## config.mk

```make
export PLATFORM = sky130hd
export DESIGN_NAME = mem_access_stage
export DESIGN_NICKNAME = d
export VERILOG_FILES = /design/src/rtl/mem_access_stage.sv
export SDC_FILE = /design/constraint.sdc
export NUM_CORES = 1
export LEC_CHECK = 0
export CORE_UTILIZATION = 40
export CTS_CLUSTER_SIZE = 16
export DETAILED_ROUTE_END_ITERATION = 12
export PLACE_DENSITY_LB_ADDON = 0.2
export SYNTH_ARGS = -nofsm -noshare
export SYNTH_HDL_FRONTEND = slang
export SYNTH_SLANG_ARGS = --single-unit
```

## constraint.sdc

```tcl
create_clock -name clk -period 2.9 [get_ports clk]
set_input_delay 0.725 -clock clk [delete_from_list [all_inputs] [get_ports clk]]
set_output_delay 0.725 -clock clk [all_outputs]
set_load 0.005 [all_outputs]
```

## src/rtl/mem_access_stage.sv

```systemverilog
// Memory access stage: single loads/stores and LM/SM multi-word sequences
// against a one-request-at-a-time data memory with ack handshake.
module mem_access_stage (
  input  logic        clk,
  input  logic        reset,
  input  logic        in_valid,
  output logic        in_ready,
  input  logic [1:0]  op,
  input  logic        multi_load,
  input  logic [15:0] addr,
  input  logic [15:0] store_data,
  input  logic [7:0]  reg_mask,
  output logic [2:0]  rf_read_idx,
  input  logic [15:0] rf_read_data,
  output logic        mem_req,
  output logic        mem_we,
  output logic [15:0] mem_addr,
  output logic [15:0] mem_wdata,
  input  logic [15:0] mem_rdata,
  input  logic        mem_ack,
  output logic [15:0] MemData,
  output logic        mm_we,
  output logic [2:0]  mm_reg_idx,
  output logic        out_valid
);

  localparam logic [1:0] IDLE  = 2'b00;
  localparam logic [1:0] WAIT  = 2'b01;
  localparam logic [1:0] MULTI = 2'b10;

  logic [1:0]  state;
  logic [15:0] cur_addr;
  logic [15:0] wdata_q;
  logic [15:0] mem_data_q;
  logic        we_q;
  logic        lm_q;
  logic [7:0]  mask_q;
  logic [2:0]  idx;
  logic [2:0]  mm_idx_q;
  logic        mm_we_q;
  logic        done_q;
  logic        accept;
  logic        last;

  // lowest set bit wins so words go out in ascending register order
  always_comb begin
    idx = '0;
    for (int i = 7; i >= 0; i--) begin
      if (mask_q[i]) idx = 3'(i);
    end
  end

  assign in_ready    = (state == IDLE);
  assign accept      = in_valid && in_ready;
  assign last        = (mask_q & ~(8'd1 << idx)) == 8'd0;
  assign mem_req     = (state == WAIT) || (state == MULTI);
  assign mem_addr    = cur_addr;
  assign rf_read_idx = idx;
  assign MemData     = mem_data_q;
  assign mm_we       = mm_we_q;
  assign mm_reg_idx  = mm_idx_q;
  assign out_valid   = done_q;

  // decoded from state so an async reset drops them without a clock
  always_comb begin
    mem_we    = 1'b0;
    mem_wdata = wdata_q;
    unique case (1'b1)
      state == WAIT: mem_we = we_q;
      state == MULTI: begin
        mem_we    = !lm_q;
        mem_wdata = rf_read_data;
      end
      default: ;
    endcase
  end

  always_ff @(posedge clk or negedge reset) begin
    if (!reset) begin
      state      <= IDLE;
      cur_addr   <= '0;
      wdata_q    <= '0;
      mem_data_q <= '0;
      we_q       <= 1'b0;
      lm_q       <= 1'b0;
      mask_q     <= '0;
      mm_idx_q   <= '0;
      mm_we_q    <= 1'b0;
      done_q     <= 1'b0;
    end else begin
      done_q  <= 1'b0;
      mm_we_q <= 1'b0;
      unique case (state)
        IDLE: begin
          if (accept) begin
            unique case (op)
              2'b00: done_q <= 1'b1;
              2'b01, 2'b10: begin
                cur_addr <= addr;
                we_q     <= op[1];
                wdata_q  <= store_data;
                state    <= WAIT;
              end
              default: begin
                if (reg_mask == 8'd0) begin
                  done_q <= 1'b1;
                end else begin
                  cur_addr <= addr;
                  mask_q   <= reg_mask;
                  lm_q     <= multi_load;
                  state    <= MULTI;
                end
              end
            endcase
          end
        end
        WAIT: begin
          if (mem_ack) begin
            if (!we_q) mem_data_q <= mem_rdata;
            done_q <= 1'b1;
            state  <= IDLE;
          end
        end
        MULTI: begin
          if (mem_ack) begin
            if (lm_q) begin
              mem_data_q <= mem_rdata;
              mm_we_q    <= 1'b1;
              mm_idx_q   <= idx;
            end
            mask_q[idx] <= 1'b0;
            cur_addr    <= cur_addr + 16'd1;
            if (last) begin
              done_q <= 1'b1;
              state  <= IDLE;
            end
          end
        end
        default: state <= IDLE;
      endcase
    end
  end

endmodule

```

[After elaboration in Yosys (flattened, before gate mapping)]
Cells that the tools add are included.
Operators by class
  add/subtract/negate cells: 1
  magnitude comparators: 2
  eq/ne operators: 14
  shifts and indexed selects: 1
  mux-type cells: 44
  bitwise gates (word level): 6
  reductions and logical operators: 19
Operator list (number)
  $mux 16: 8
  $pmux 16 s2: 3
  $mux 8: 4
  $mux 3: 8
  $add 16x1->16 const B: 1
  $and 8x8->8: 2
  $logic_not 8->1: 2
  $ne 2x2->1 const B: 8
  $not 8->8: 2
  $pmux 8 s2: 1
  $reduce_and 5->1: 3
  $mux 2: 5
  $mux 1: 9
  $shl 1x3->8 const A: 1
  $pmux 2 s3: 1
  $reduce_and 3->1: 2
  $reduce_and 6->1: 1
  $eq 2x1->1 const B: 2
  $eq 2x2->1 const B: 2
  $logic_not 2->1: 2
  $lt 3x4->1 const B: 1
  $pmux 1 s2: 2
  $pmux 2 s2: 1
  $reduce_and 4->1: 1
  12 further kinds: 15
Word-level totals
  register bits after elaboration: 65
  input bits: 79
  output and inout bits: 59
  word-level logic and storage cells: 97

[Logic depth before layout (Yosys ltp)]
Gate-level depths: netlist of run 1.
  depth in word-level cells: 16
  mapped depth: 9
  mapped depth without buffers: 7

[Worst setup path after synthesis of run 1]
OpenSTA, ideal clock, no wires.
  kind: flip-flop to output port
  start: register state[0]
  end: output port mem_wdata[10]
  data arrival time: 1.863 ns
  data required time: 2.175 ns
  slack: 0.312 ns
  cell stages (with the launch flop): 7
  path buffers: 3
  cells stage by stage: dfrtp_1 -> inv_1 -> ha_1 -> buf_2 -> buf_1 -> clkbuf_1 -> mux2_2
Between the ends
  cells in the longest elaborated chain, start to end: 2
RTL lines
  start: declaration: line 31  | logic [1:0] state;
  start signal: assignment: line 80  | state <= IDLE;
  start signal: assignment: line 102  | state <= WAIT;
  start signal: assignment: line 111  | state <= MULTI;
  $eq 2x2->1: line 70  | state == MULTI: begin
  $mux 16: line 68  | unique case (1'b1)
  end: declaration: line 18  | output logic [15:0] mem_wdata,
Every way passes these cells.

[Worst setup path in the final report of run 1]
  start: register mask_q[2]
  end: output port rf_read_idx[2]
Between the ends
  cells in the longest elaborated chain, start to end: 3
RTL lines
  start: declaration: line 37  | logic [7:0] mask_q;
  start signal: assignment: line 109  | mask_q <= reg_mask;
  $mux 3 (3 in series): line 49  | if (mask_q[i]) idx = 3'(i);
  end: declaration: line 13  | output logic [2:0] rf_read_idx,
Every way passes these cells.

==> results of run 1 <==
[cells by family (layout without fill, tap and decap cells)]
group	after synthesis	after routing	share of synthesized area, %
compound gates	81	81	15.9
simple gates	81	81	12.7
flops	65	65	46.3
mux	58	58	18.4
buf+inv	33	179	3.96
fa+ha+maj	8	8	2.78
[worst paths after layout]
kind	cells after the start	slack (ns)	startpoint	to
setup / recovery	3	0.14	mask_q[2]	rf_read_idx[2]
hold / removal	1	0.42	reset	mm_we
setup reg to reg	8	0.49	state[0]	mask_q[7]
hold reg to reg	2	0.50	we_q	we_q
max in group asynchronous	2	1.85	reset	MemData[10]
min in group clk	2	0.50	we_q	we_q
[layer usage]
metal	wire length, µm	vias up
met5	0	-
met4	114	0
met3	886	12
met2	4270	121
met1	4020	1499
li1	-	1493
[cell type report]
class                      count  area, µm²
clock inverter                 6       82.6
sequential                    65       1630
timing repair buffer         149       1480
tap                          105        131
multi-input combinational    228       1760
clock buffer                  10        128
fill                         687       3080
inverter                      14       52.6
[per-stage QoR]
step / power, mW / util (%)
2_1_floorplan: 3.17 / -
4_1_cts: 5.45 / 62.9
6_report: 5.43 / 63.1
5_1_grt: 5.82 / 63.1
3_3_place_gp: 4.53 / 60.4
3_5_place_dp: 4.60 / 60.4
[where the power goes]
group          switching (mW)  leakage (nW)  internal [mW]
Sequential              0.406         0.793           1.34
Combinational            1.12          1.23           1.74
Clock                   0.343         0.106          0.480
[registers in the layout, summed over array words and instances, names as in the netlist]
register / cells
mask_q: 8
lm_q: 1
state: 2
MemData: 16
out_valid: 1
mm_reg_idx: 3
mem_addr: 16
mm_we: 1
we_q: 1
wdata_q: 16
[cells in the final DEF, fill, tap and decap left out, types with 6 or more instances in the layout]
master and instances:
sky130_fd_sc_hd__a21oi_1 16, sky130_fd_sc_hd__nor3_1 10, sky130_fd_sc_hd__clkdlybuf4s50_1 136, sky130_fd_sc_hd__o21ai_0 19, sky130_fd_sc_hd__buf_4 10, sky130_fd_sc_hd__nor2_1 13
sky130_fd_sc_hd__dfrtp_1 64, sky130_fd_sc_hd__mux2_2 52, sky130_fd_sc_hd__clkbuf_8 9, sky130_fd_sc_hd__inv_1 13, sky130_fd_sc_hd__nand2_1 14, sky130_fd_sc_hd__nand3_1 15
sky130_fd_sc_hd__a22o_1 7, sky130_fd_sc_hd__ha_1 6
[worst reg2reg max path, delay by kind of cell, from the launching register on]
kind / cells / cell delay [ns]
AOI/OAI and AO/OA: 3 / 0.88
DFF: 1 / 0.41
muxes: 1 / 0.33
adders and majority gates: 1 / 0.17
buffers and inverters: 3 / 0.52
[timing repair]
action | CTS | global route
endpoints found under the hold margin | 0 | 0
setup endpoints to repair | 0 | 18
resized for setup | 0 | 5
==> results.tsv, run 1 <==
stage	metric	value	unit
final_layout	fraction of final layout cells with drive strength greater than 1	19.9	%
clock_network	H-tree levels	3	
detailed_routing	total via count in the routed design	3125	
grt	grt peak-use layer	met2	
clock_network	clock net sink count	65	
final_layout	Syn-to-layout area delta	50.0	%
setup_path	Worst path top cell family by delay	simple AND/OR/NAND/NOR gates	
die	area enclosed by the die boundary	9160	µm²
detailed_routing	number of optimization iterations in the first detailed-route pass	4	
setup_path	Crit Path Class	reg -> out	
setup_path	element type at the critical path start	flop	
grt	met2 track utilization from global routing	32.4	%
synthesis	number of nets produced by synthesis	412	
setup_path	largest stage delay on the critical path	0.57	ns
synthesis	flops & latches, synth	65	
synthesis	Yosys top cell area share	46.3	%
grt	pin count of the biggest net entering global routing	39	
synthesis	leading cell types by count after synthesis	65 x sky130_fd_sc_hd__dfrtp_1, 52 x sky130_fd_sc_hd__mux2_2, 19 x sky130_fd_sc_hd__o21ai_0	
timing	worst slew pin tran	0.858	ns
setup_path	Worst Setup End Kind	output port	
grt	global-route wire length before repair	14700	µm
status	result of the run	completed	
hold_path	worst min-delay path class	in -> async	
power_and_ir_drop	highest ir drop seen on vdd	0.000441	V
clock_network	Clock Latency Late Sink	0.34	ns
timing	clk_skew	0.00988	ns
timing	final setup margin	0.140	ns
clock_network	clock root buffer	sky130_fd_sc_hd__clkbuf_8	
timing	post-route worst hold slack	0.423	ns
synthesis	fraction of registers with async set or reset after synthesis	100	%
die	starting density of the core	42.1	%
timing	final setup vio count	0	
power_and_ir_drop	static leakage	2.13	nW
final_layout	Net count, final	553	
timing	Final TNS setup	0	ns
synthesis	combined area of all synthesized cells	3510	µm²
setup_path	number of buffer and inverter instances along the worst setup path	1	
synthesis	number of flops mapped to enable cells by yosys	0	
timing	final-report hold violation count	0	
setup_path	Critical Path Slowest Stage Cell	sky130_fd_sc_hd__or4_4	
synthesis	synthesized area per cell	10.8	µm²
placed_design	placed wire-length estimate	6860	µm
final_layout	post-route insts no fill	577	
grt	GR Layer Usage met3	8.61	%
placed_design	number of buffer cells added on primary ports	137	
timing	Period Utilization, post-route	95.2	%
clock_network	TritonCTS clock tree	built	
detailed_routing	number of nets still failing antenna checks after routing	0	
setup_path	list of cells traversed by the critical path	or4_4 > a21oi_2 > clkdlybuf4s50_1	
clock_network	Hold Buf Count CTS	0	
timing	worst rel slew slack	42.7	%
detailed_routing	wire length reported by the detailed router	9290	µm
power_and_ir_drop	total power density per cell area	1030	nW/µm²
detailed_routing	vias per cell	5.42	
die	number of standard-cell rows in the floorplan	33	
detailed_routing	DRC Markers	0	
setup_path	data arrival time of the critical path	2.04	ns
placed_design	dpl cell area	5040	µm²
grt	Global Route Usage Sum	20.9	%
die	width of the die	95.7	µm
timing	maximum frequency from static timing analysis	0.362	GHz
setup_path	critical path required time	2.17	ns
synthesis	sequential area share after synthesis	46.3	%
synthesis	Synth Flop Type	sky130_fd_sc_hd__dfrtp_1	
clock_network	Worst-path clk slew	0.07	ns
placed_design	DP Worst Slack	0.0304	ns
final_layout	number of antenna cells inserted	0	
synthesis	most numerous cell in the Yosys netlist	sky130_fd_sc_hd__dfrtp_1	
die	CORE AREA	8340	µm²
grt	global-route met1 utilization	26.9	%
synthesis	count of different cell masters after synthesis	51	
run	maxcap violations	0	
grt	antenna violations before repair	0	
synthesis	top cell type by total area after synthesis	sky130_fd_sc_hd__dfrtp_1	
grt	vias in the first global route	3088	
setup_path	maximum fanout encountered on the critical timing path	9	
die	Top-Level Pins	138	
synthesis	ranking of synthesized cells by area	sky130_fd_sc_hd__dfrtp_1 46%, sky130_fd_sc_hd__mux2_2 17%, sky130_fd_sc_hd__o21ai_0 2.7%	
placed_design	global placement routability congestion	0.833	
detailed_routing	per-cell routed wire length	16.1	µm
synthesis	synthesized instance count	326	
detailed_routing	initial drt markers	173	
timing	count of final max-slew check failures	0	
clock_network	Num CTS Buffers	9	
timing	RSZ-0062 raised after global routing	no	
grt	grt ovf	0	
clock_network	Bufs on Longest Clock Path	2	
timing	Min Clock Period, post-route	2.76	ns
synthesis	Yosys Warn Count	0	
final_layout	Final Instance Area	5270	µm²
clock_network	Post-CTS Setup Bufs	0	
die	die height	95.7	µm
placed_design	count of placed standard cells including taps	561	
Power figures use the tool's default switching activity.
==> run 2, diff against run 1 <==
clock period = 3.4 ns   (was 2.9 ns; I/O delays follow)
==> results.tsv, run 2 (synthesis gave the netlist of run 1 again) <==
stage	metric	value	unit	change
grt	Global Route Usage Sum	21.5	%	+0.60 points
final_layout	commonest cells after routing, fill and taps aside	136 x sky130_fd_sc_hd__clkdlybuf4s50_1, 65 x sky130_fd_sc_hd__dfrtp_1, 52 x sky130_fd_sc_hd__mux2_2, 19 x sky130_fd_sc_hd__o21ai_0, 17 x sky130_fd_sc_hd__a21oi_1		
timing	worst rel slew slack	55.7	%	+13 points
grt	grt peak-use layer	met2		
placed_design	DP Worst Slack	0.276	ns	+0.246 ns
final_layout	fraction of final layout cells with drive strength greater than 1	18.6	%	-1.3 points
timing	Min Clock Period, post-route	3.12	ns	
final_layout	Final Instance Area	5200	µm²	-1.3%
power_and_ir_drop	static leakage	2.10	nW	-1.2%
timing	final setup margin	0.283	ns	+0.143 ns
timing	Final TNS setup	0	ns	unchanged
grt	global-route wire length before repair	14900	µm	+1.4%
power_and_ir_drop	Sequential Power Share	32.9	%	+0.8 points
run	maxcap violations	0		unchanged
clock_network	Hold Buf Count CTS	0		unchanged
setup_path	element type at the critical path start	flop		
final_layout	Syn-to-layout area delta	48.0	%	
clock_network	Post-CTS Setup Bufs	0		unchanged
status	result of the run	completed		
timing	Period Utilization, post-route	91.7	%	
die	CORE AREA	8340	µm²	unchanged
grt	pin count of the biggest net entering global routing	38		-2.6%
clock_network	H-tree levels	3		unchanged
clock_network	Clock Latency Late Sink	0.35	ns	about the same
timing	RSZ-0062 raised after global routing	no		
clock_network	Num CTS Buffers	9		unchanged
power_and_ir_drop	Clock power frac	15.1	%	about the same
placed_design	placed wire-length estimate	6960	µm	+1.5%
timing	maximum frequency from static timing analysis	0.321	GHz	
timing	final setup vio count	0		unchanged
die	area enclosed by the die boundary	9160	µm²	unchanged
die	die height	95.7	µm	unchanged
grt	grt ovf	0		unchanged
final_layout	layout filler cell count	687		unchanged
grt	antenna violations before repair	0		unchanged
power_and_ir_drop	share of power burned in combinational logic	52.0	%	-0.7 points
grt	GR Layer Usage met3	7.81	%	-0.80 points
placed_design	number of buffer cells added on primary ports	137		unchanged
clock_network	Worst-path clk slew	0.08	ns	about the same
setup_path	Crit Path Class	reg -> out		
detailed_routing	total via count in the routed design	3126		+0.032%
power_and_ir_drop	switching portion of total power	35.6	%	+1.2 points
detailed_routing	DRC Markers	0		unchanged
final_layout	number of antenna cells inserted	0		unchanged
timing	worst slew pin tran	0.665	ns	-0.193 ns
clock_network	Resized Gates After CTS	0		unchanged
clock_network	TritonCTS clock tree	built		
power_and_ir_drop	NetSw	1.62	mW	-14%
clock_network	Bufs on Longest Clock Path	2		unchanged
power_and_ir_drop	highest ir drop seen on vdd	0.000537	V	+22%
hold_path	worst min-delay path class	reg -> reg		
grt	met2 track utilization from global routing	33.6	%	+1.1 points
die	Top-Level Pins	138		unchanged
final_layout	most common cell after layout, fill and taps aside	sky130_fd_sc_hd__clkdlybuf4s50_1		
power_and_ir_drop	Power Total	4.54	mW	-16%
detailed_routing	vias per cell	5.46		+0.73%
power_and_ir_drop	total power density per cell area	874	nW/µm²	-15%
clock_network	clock net sink count	65		unchanged
detailed_routing	initial drt markers	113		-35%
grt	vias in the first global route	3044		-1.4%
timing	count of final max-slew check failures	0		unchanged
placed_design	dpl cell area	4990	µm²	-0.84%
die	number of standard-cell rows in the floorplan	33		unchanged
placed_design	global placement routability congestion	0.846		+1.5%
setup_path	critical path required time	2.55	ns	+0.38 ns
power_and_ir_drop	cell-internal power	2.92	mW	-18%
clock_network	clock root buffer	sky130_fd_sc_hd__clkbuf_8		
final_layout	Net count, final	549		-0.72%
detailed_routing	per-cell routed wire length	16.7	µm	+3.7%
setup_path	maximum fanout encountered on the critical timing path	18		+9
setup_path	data arrival time of the critical path	2.27	ns	+0.23 ns
grt	global-route met1 utilization	27.9	%	+1.0 points
timing	final-report hold violation count	0		unchanged
detailed_routing	wire length reported by the detailed router	9570	µm	+3.0%
setup_path	Worst Setup End Kind	output port		
detailed_routing	number of optimization iterations in the first detailed-route pass	5		+1
die	starting density of the core	42.1	%	unchanged
timing	clk_skew	0.00790	ns	-0.00198 ns
die	width of the die	95.7	µm	unchanged
detailed_routing	number of nets still failing antenna checks after routing	0		unchanged
[run 2: cell type report]
class	instances	area, µm²	area share (%)
clock buffers	9	124	2.38
multi-input cells	228	1750	33.6
inverters	14	52.6	1.01
repair buffers	145	1440	27.7
clock inverters	7	77.6	1.49
flip-flops and latches	65	1630	31.3
well taps	105	131	2.53
[run 2: path summary, 6_finish.rpt]
path / to / cells after the start / startpoint / slack (ns)
worst max-delay path: mem_we / 7 / state[0] / 0.28
worst min-delay path: mm_reg_idx[0] / 2 / mm_reg_idx[0] / 0.49
worst max register to register: mask_q[4] / 7 / state[0] / 0.98
worst min register to register: mm_reg_idx[0] / 2 / mm_reg_idx[0] / 0.49
max in group asynchronous: mask_q[5] / 2 / reset / 2.21
min in group asynchronous: out_valid / 1 / reset / 0.53
[run 2: stage by stage]
step           hold slack [ns]  util [%]  instances
2_1_floorplan            0.450         -        326
3_3_place_gp             0.476      59.9        557
3_5_place_dp             0.479      59.9        557
4_1_cts                  0.495      62.3        573
5_1_grt                  0.509      62.3        573
6_report                 0.488      62.3        573
[run 2: metal layers]
metal	part of all wire, %	vias to the layer above
li1	-	1485
met1	44	1509
met4	1.0	0
met3	8.7	7
met2	46	125
met5	0	-
[run 2: power groups by stage]
stage	logic, mW	clock network [mW]	registers, mW
5_1_grt	2.59	0.727	1.55
6_report	2.36	0.684	1.50
3_3_place_gp	2.34	0	1.49
4_1_cts	2.39	0.703	1.50
2_1_floorplan	1.30	0	1.40
3_5_place_dp	2.38	0	1.50
[run 2: critical path: stages, from the launching register on]
cell                              delay (ns)
sky130_fd_sc_hd__dfrtp_1                0.41
sky130_fd_sc_hd__inv_1                  0.11
sky130_fd_sc_hd__ha_1                   0.24
sky130_fd_sc_hd__buf_4                  0.28
sky130_fd_sc_hd__inv_1                  0.08
sky130_fd_sc_hd__a2bb2oi_1              0.15
sky130_fd_sc_hd__nor2b_1                0.13
sky130_fd_sc_hd__clkdlybuf4s50_1        0.51
==> run 3, diff against run 2 <==
clock period = 3.9 ns   (was 3.4 ns; I/O delays follow)
==> results.tsv, run 3 (synthesis gave the netlist of run 1 again) <==
stage	metric	value	unit	change
status	result of the run	completed		
grt	vias in the first global route	3122		+2.6%
detailed_routing	per-cell routed wire length	16.3	µm	-2.3%
grt	grt ovf	0		unchanged
clock_network	Num CTS Buffers	9		unchanged
detailed_routing	number of optimization iterations in the first detailed-route pass	4		-1
detailed_routing	number of nets still failing antenna checks after routing	0		unchanged
timing	final setup vio count	0		unchanged
clock_network	Hold Buf Count CTS	0		unchanged
placed_design	number of buffer cells added on primary ports	137		unchanged
timing	worst slew pin tran	0.689	ns	+0.0248 ns
die	starting density of the core	42.1	%	unchanged
power_and_ir_drop	highest ir drop seen on vdd	0.000431	V	-20%
die	Top-Level Pins	138		unchanged
die	die height	95.7	µm	unchanged
setup_path	logic depth of the worst register-to-register path	7		unchanged
setup_path	Crit Path Class	reg -> out		
grt	grt peak-use layer	met2		
grt	GR Layer Usage met3	8.69	%	+0.88 points
timing	Period Utilization, post-route	84.3	%	
detailed_routing	initial drt markers	118		+4.4%
final_layout	Final Instance Area	5150	µm²	-0.79%
timing	maximum frequency from static timing analysis	0.304	GHz	
setup_path	Worst Setup End Kind	output port		
setup_path	largest stage delay on the critical path	0.46	ns	-0.05 ns
final_layout	commonest cells after routing, fill and taps aside	136 x sky130_fd_sc_hd__clkdlybuf4s50_1, 65 x sky130_fd_sc_hd__dfrtp_1, 52 x sky130_fd_sc_hd__mux2_2, 19 x sky130_fd_sc_hd__o21ai_0, 17 x sky130_fd_sc_hd__a21oi_1		
detailed_routing	total via count in the routed design	3109		-0.54%
clock_network	Bufs on Longest Clock Path	2		unchanged
placed_design	placed wire-length estimate	6740	µm	-3.1%
setup_path	Critical Path Slowest Stage Cell	sky130_fd_sc_hd__clkdlybuf4s50_1		
detailed_routing	wire length reported by the detailed router	9300	µm	-2.8%
clock_network	Worst-path clk slew	0.07	ns	about the same
clock_network	clock root buffer	sky130_fd_sc_hd__clkbuf_8		
die	CORE AREA	8340	µm²	unchanged
grt	met2 track utilization from global routing	33.0	%	-0.60 points
clock_network	Clock Latency Late Sink	0.34	ns	about the same
power_and_ir_drop	total power density per cell area	760	nW/µm²	-13%
final_layout	core utilization of the finished layout	61.8	%	-0.50 points
power_and_ir_drop	Power Total	3.92	mW	-14%
timing	post-route worst hold slack	0.491	ns	+0.00333 ns
placed_design	dpl cell area	4960	µm²	-0.70%
timing	final-report hold violation count	0		unchanged
clock_network	Post-CTS Setup Bufs	0		unchanged
final_layout	most common cell after layout, fill and taps aside	sky130_fd_sc_hd__clkdlybuf4s50_1		
detailed_routing	DRC Markers	0		unchanged
clock_network	H-tree levels	3		unchanged
grt	global-route met1 utilization	27.7	%	-0.21 points
grt	global-route wire length before repair	15000	µm	about the same
final_layout	Net count, final	546		-0.55%
timing	Min Clock Period, post-route	3.29	ns	
setup_path	r2r setup slk	1.38	ns	+0.40 ns
clock_network	TritonCTS clock tree	built		
setup_path	element type at the critical path start	flop		
timing	clk_skew	0.00879	ns	+0.000886 ns
clock_network	clock net sink count	65		unchanged
hold_path	worst min-delay path class	reg -> reg		
timing	worst rel slew slack	54.0	%	-1.7 points
run	maxcap violations	0		unchanged
setup_path	list of cells traversed by the critical path	inv_1 > ha_1 > buf_4 > mux2_2 > clkdlybuf4s50_1		
grt	Global Route Usage Sum	21.6	%	+0.079 points
die	width of the die	95.7	µm	unchanged
setup_path	capture instance of the worst register-to-register path	mask_q[4]		
placed_design	global placement routability congestion	0.807		-4.6%
final_layout	number of antenna cells inserted	0		unchanged
final_layout	Syn-to-layout area delta	46.8	%	
setup_path	origin of the worst setup path	state[0]		
final_layout	fraction of final layout cells with drive strength greater than 1	18.1	%	-0.53 points
timing	count of final max-slew check failures	0		unchanged
die	area enclosed by the die boundary	9160	µm²	unchanged
clock_network	Resized Gates After CTS	0		unchanged
grt	antenna violations before repair	0		unchanged
timing	Final TNS setup	0	ns	unchanged
setup_path	critical path required time	2.92	ns	+0.37 ns
setup_path	maximum fanout encountered on the critical timing path	37		+19
timing	RSZ-0062 raised after global routing	no		
setup_path	data arrival time of the critical path	2.31	ns	+0.04 ns
setup_path	worst setup path end	mem_wdata[4]		
power_and_ir_drop	static leakage	2.08	nW	-0.87%
die	number of standard-cell rows in the floorplan	33		unchanged
grt	pin count of the biggest net entering global routing	54		+42%
detailed_routing	vias per cell	5.45		about the same
setup_path	critical register-to-register path startpoint	state[0]		
## run 3: cell types whose count changed in the layout (fill, tap and decap cells not counted), sizes merged
cell	change
clkinv	+2
buf	-3
inv	-3
clkbuf	+1
## run 3: where the power goes
part	leakage [nW]	switching (mW)	total [mW]	internal [mW]
combinational	1.19	0.802	2.04	1.24
sequential	0.794	0.310	1.30	0.994
clock	0.102	0.264	0.572	0.308
## run 3: layer usage
layer  routed length [µm]  up-vias
met5                    0        -
met4                   99        0
met3                  940       10
met2                 4250      130
met1                 4010     1485
li1                     -     1484
## run 3: worst min path at each step
| stage | from | end | cells past startpoint |
|---|---|---|---|
| 3_3_place_gp | mm_reg_idx[0] | mm_reg_idx[0] | 2 |
| 6_report | mm_reg_idx[0] | mm_reg_idx[0] | 2 |
| 4_1_cts | mm_reg_idx[0] | mm_reg_idx[0] | 2 |
| 3_5_place_dp | mm_reg_idx[0] | mm_reg_idx[0] | 2 |
| 2_1_floorplan | we_q | we_q | 2 |
| 5_1_grt | reset | mm_reg_idx[2] | 1 |
## run 3: area by class of cell
| class | count | area (µm²) |
|---|---|---|
| Fill cell | 703 | 3190 |
| Multi-Input combinational cell | 228 | 1750 |
| Sequential cell | 65 | 1630 |
| Timing Repair Buffer | 142 | 1400 |
| Clock buffer | 10 | 138 |
| Tap cell | 105 | 131 |
| Clock inverter | 6 | 57.6 |
| Inverter | 14 | 52.6 |
## run 3: per-stage QoR
stage / std cells / worst slack, ns
6_report: 570 / 0.613
4_1_cts: 570 / 0.575
3_5_place_dp: 554 / 0.609
3_3_place_gp: 554 / 0.658
2_1_floorplan: 326 / 1.06
5_1_grt: 570 / 0.494
## run 3: critical path: cells and delay by family, from the launching register on
| kind | cells | cell delay [ns] |
|---|---|---|
| muxes | 1 | 0.40 |
| adders and majority gates | 1 | 0.18 |
| DFF | 1 | 0.40 |
| buffers and inverters | 3 | 0.98 |
==> variant: new RTL, config.mk and constraints of run 3 <==
Reset style: synchronous (`reset`), changed in one clocked block. Comments in the files are not updated.
--- a/src/rtl/mem_access_stage.sv
+++ b/src/rtl/mem_access_stage.sv
@@ -76,5 +76,5 @@
   end
 
-  always_ff @(posedge clk or negedge reset) begin
+  always_ff @(posedge clk) begin
     if (!reset) begin
       state      <= IDLE;
Behaviour: differs if reset is asserted again (counterexample within 4 cycles, from zero or initial values and one cycle with reset low); with reset held inactive, the same outputs for 4 cycles.
==> variant against run 3 <==
Non-clock buffer count unchanged. Highest routed layer unchanged. Final cell count increased by 13%. Sequential cell count unchanged. Synthesized area decreased by 4.4%. Setup slack improved by 0.15 ns. Design area decreased by 3.4%. Wire length increased by 2.6%. Critical path depth increased by 1. Count of clock-buffer cells in the layout decreased by 1. Register-to-register slack got worse by 0.15 ns. Die area decreased by 4.3%.
Power is not compared: it rests on default switching activity, and its combinational part moved more than twofold at a synthesized area within 25%.
==> variant: results (changes against run 3) <==
drt first-iter violations: 140 (+19%)
#MultiIn Comb: 304 (+33%)
post-synthesis mux area share: 0.123 (-0.0616)
Critical path origin: state[0]
CP Capture Point: mem_we
reg2reg path depth: 7 (unchanged)
Hold Slack: 0.457 ns (-0.0344 ns)
Longest Clk Path Bufs: 2 (unchanged)
Signal buf overhead: 0.283 (+0.0105)
clock skew: 0.0124 ns (+0.00363 ns)
Compound-Gate Fraction of Synth Area: 0.214 (+0.0558)
synth top area cells: dfxtp_1, nand2_1, mux2i_1
Clock buf/inv share: 0.0392 (+0.00132)
worst min-delay path startpoint: mm_reg_idx[0]
DP Area: 0.00479 sq mm (-3.5%)
die area: 0.00876 sq mm (-4.3%)
Routability Congestion: 0.880 (+9.1%)
most frequent cells after synthesis: dfxtp_1, nand2_1, nor2_1, a21oi_1, mux2i_1
Tot Pwr: 2.45 mW
DR WL/cell: 14.8 um (-9.4%)
EDFF count, synth: 0 (unchanged)
post-CTS sizing: 0 (unchanged)
worst r2r dst: mem_addr[2]
post-detail-place hpwl: 6890 um (+2.1%)
YS warnings: 0 (unchanged)
R2R Setup Slk: 1.23 ns (-0.15 ns)
H-tree levels: 3 (unchanged)
dominant synthesized flop cell: dfxtp_1
layout cell share with drive strength beyond 1: 0.0887 (-0.0919)
CP arrival: 2.16 ns (-0.15 ns)
clkbuf count: 9 (-1)
Area Overhead vs Synth: 48.4%
initial antenna violation count: 0 (unchanged)
Synth Area in Adders: 0.0291 (+0.00129)
area occupied by multi-input gates: 0.00189 sq mm (+8.4%)
critical path's slowest cell: clkdlybuf4s50_1
via count: 3501 (+13%)
register area share after synthesis: 0.388 (-0.0755)
Leak: 1.84 nW
Logic inverters: 14 (unchanged)
Hold/Removal Path Class: reg2reg
syn_nets: 497 (+21%)
Final nets: 622 (+14%)
Fillers: 745 (+6.0%)
hold endpoint: mm_reg_idx[0]
global-route wire length before repair: 15100 um (+0.83%)
Max stage delay on crit path: 0.53 ns (+0.07 ns)
crit path max fanout: 20 (-46%)
hold path cells: 2 (unchanged)
GRT Total Usage: 0.220 (+0.00379)
largest net degree at the start of global routing: 35 (-35%)
vias in the first global route: 3297 (+5.6%)
Seq area share: 0.261 (-0.0543)
Slew @ Worst Pin: 0.817 ns (+0.127 ns)
Antenna diodes: 0 (unchanged)
Async SR Flop Fraction: 0 (-1.00)
clock network power: 0.563 mW
clk slew on worst S/H paths: 0.08 ns
non-clock buffer count: 142 (unchanged)
status: complete, no violations
variant: cell types whose count changed after synthesis, sizes merged, moves of 5 or more:
| cell | before | now |
|---|---|---|
| clkbuf | 11 | 17 |
| a21oi | 17 | 39 |
| nor2 | 13 | 43 |
| dfrtp | 65 | 0 |
| dfxtp | 0 | 65 |
| mux2 | 53 | 17 |
| mux2i | 5 | 22 |
| nor3 | 11 | 6 |
| nand3 | 15 | 9 |
| nand2 | 14 | 63 |
| a22o | 8 | 0 |
variant: metal layers:
metal / global-route usage / vias to the layer above / share of wire
met5: 0 / - / 0
met4: 0.0974 / 0 / 0.022
met3: 0.0537 / 22 / 0.061
met2: 0.384 / 125 / 0.50
met1: 0.254 / 1644 / 0.42
li1: - / 1710 / -
variant: stage by stage:
step,cells,worst slack (ns)
2_1_floorplan,411,1.14
3_3_place_gp,630,0.748
3_5_place_dp,630,0.719
4_1_cts,646,0.703
5_1_grt,646,0.623
6_report,646,0.762
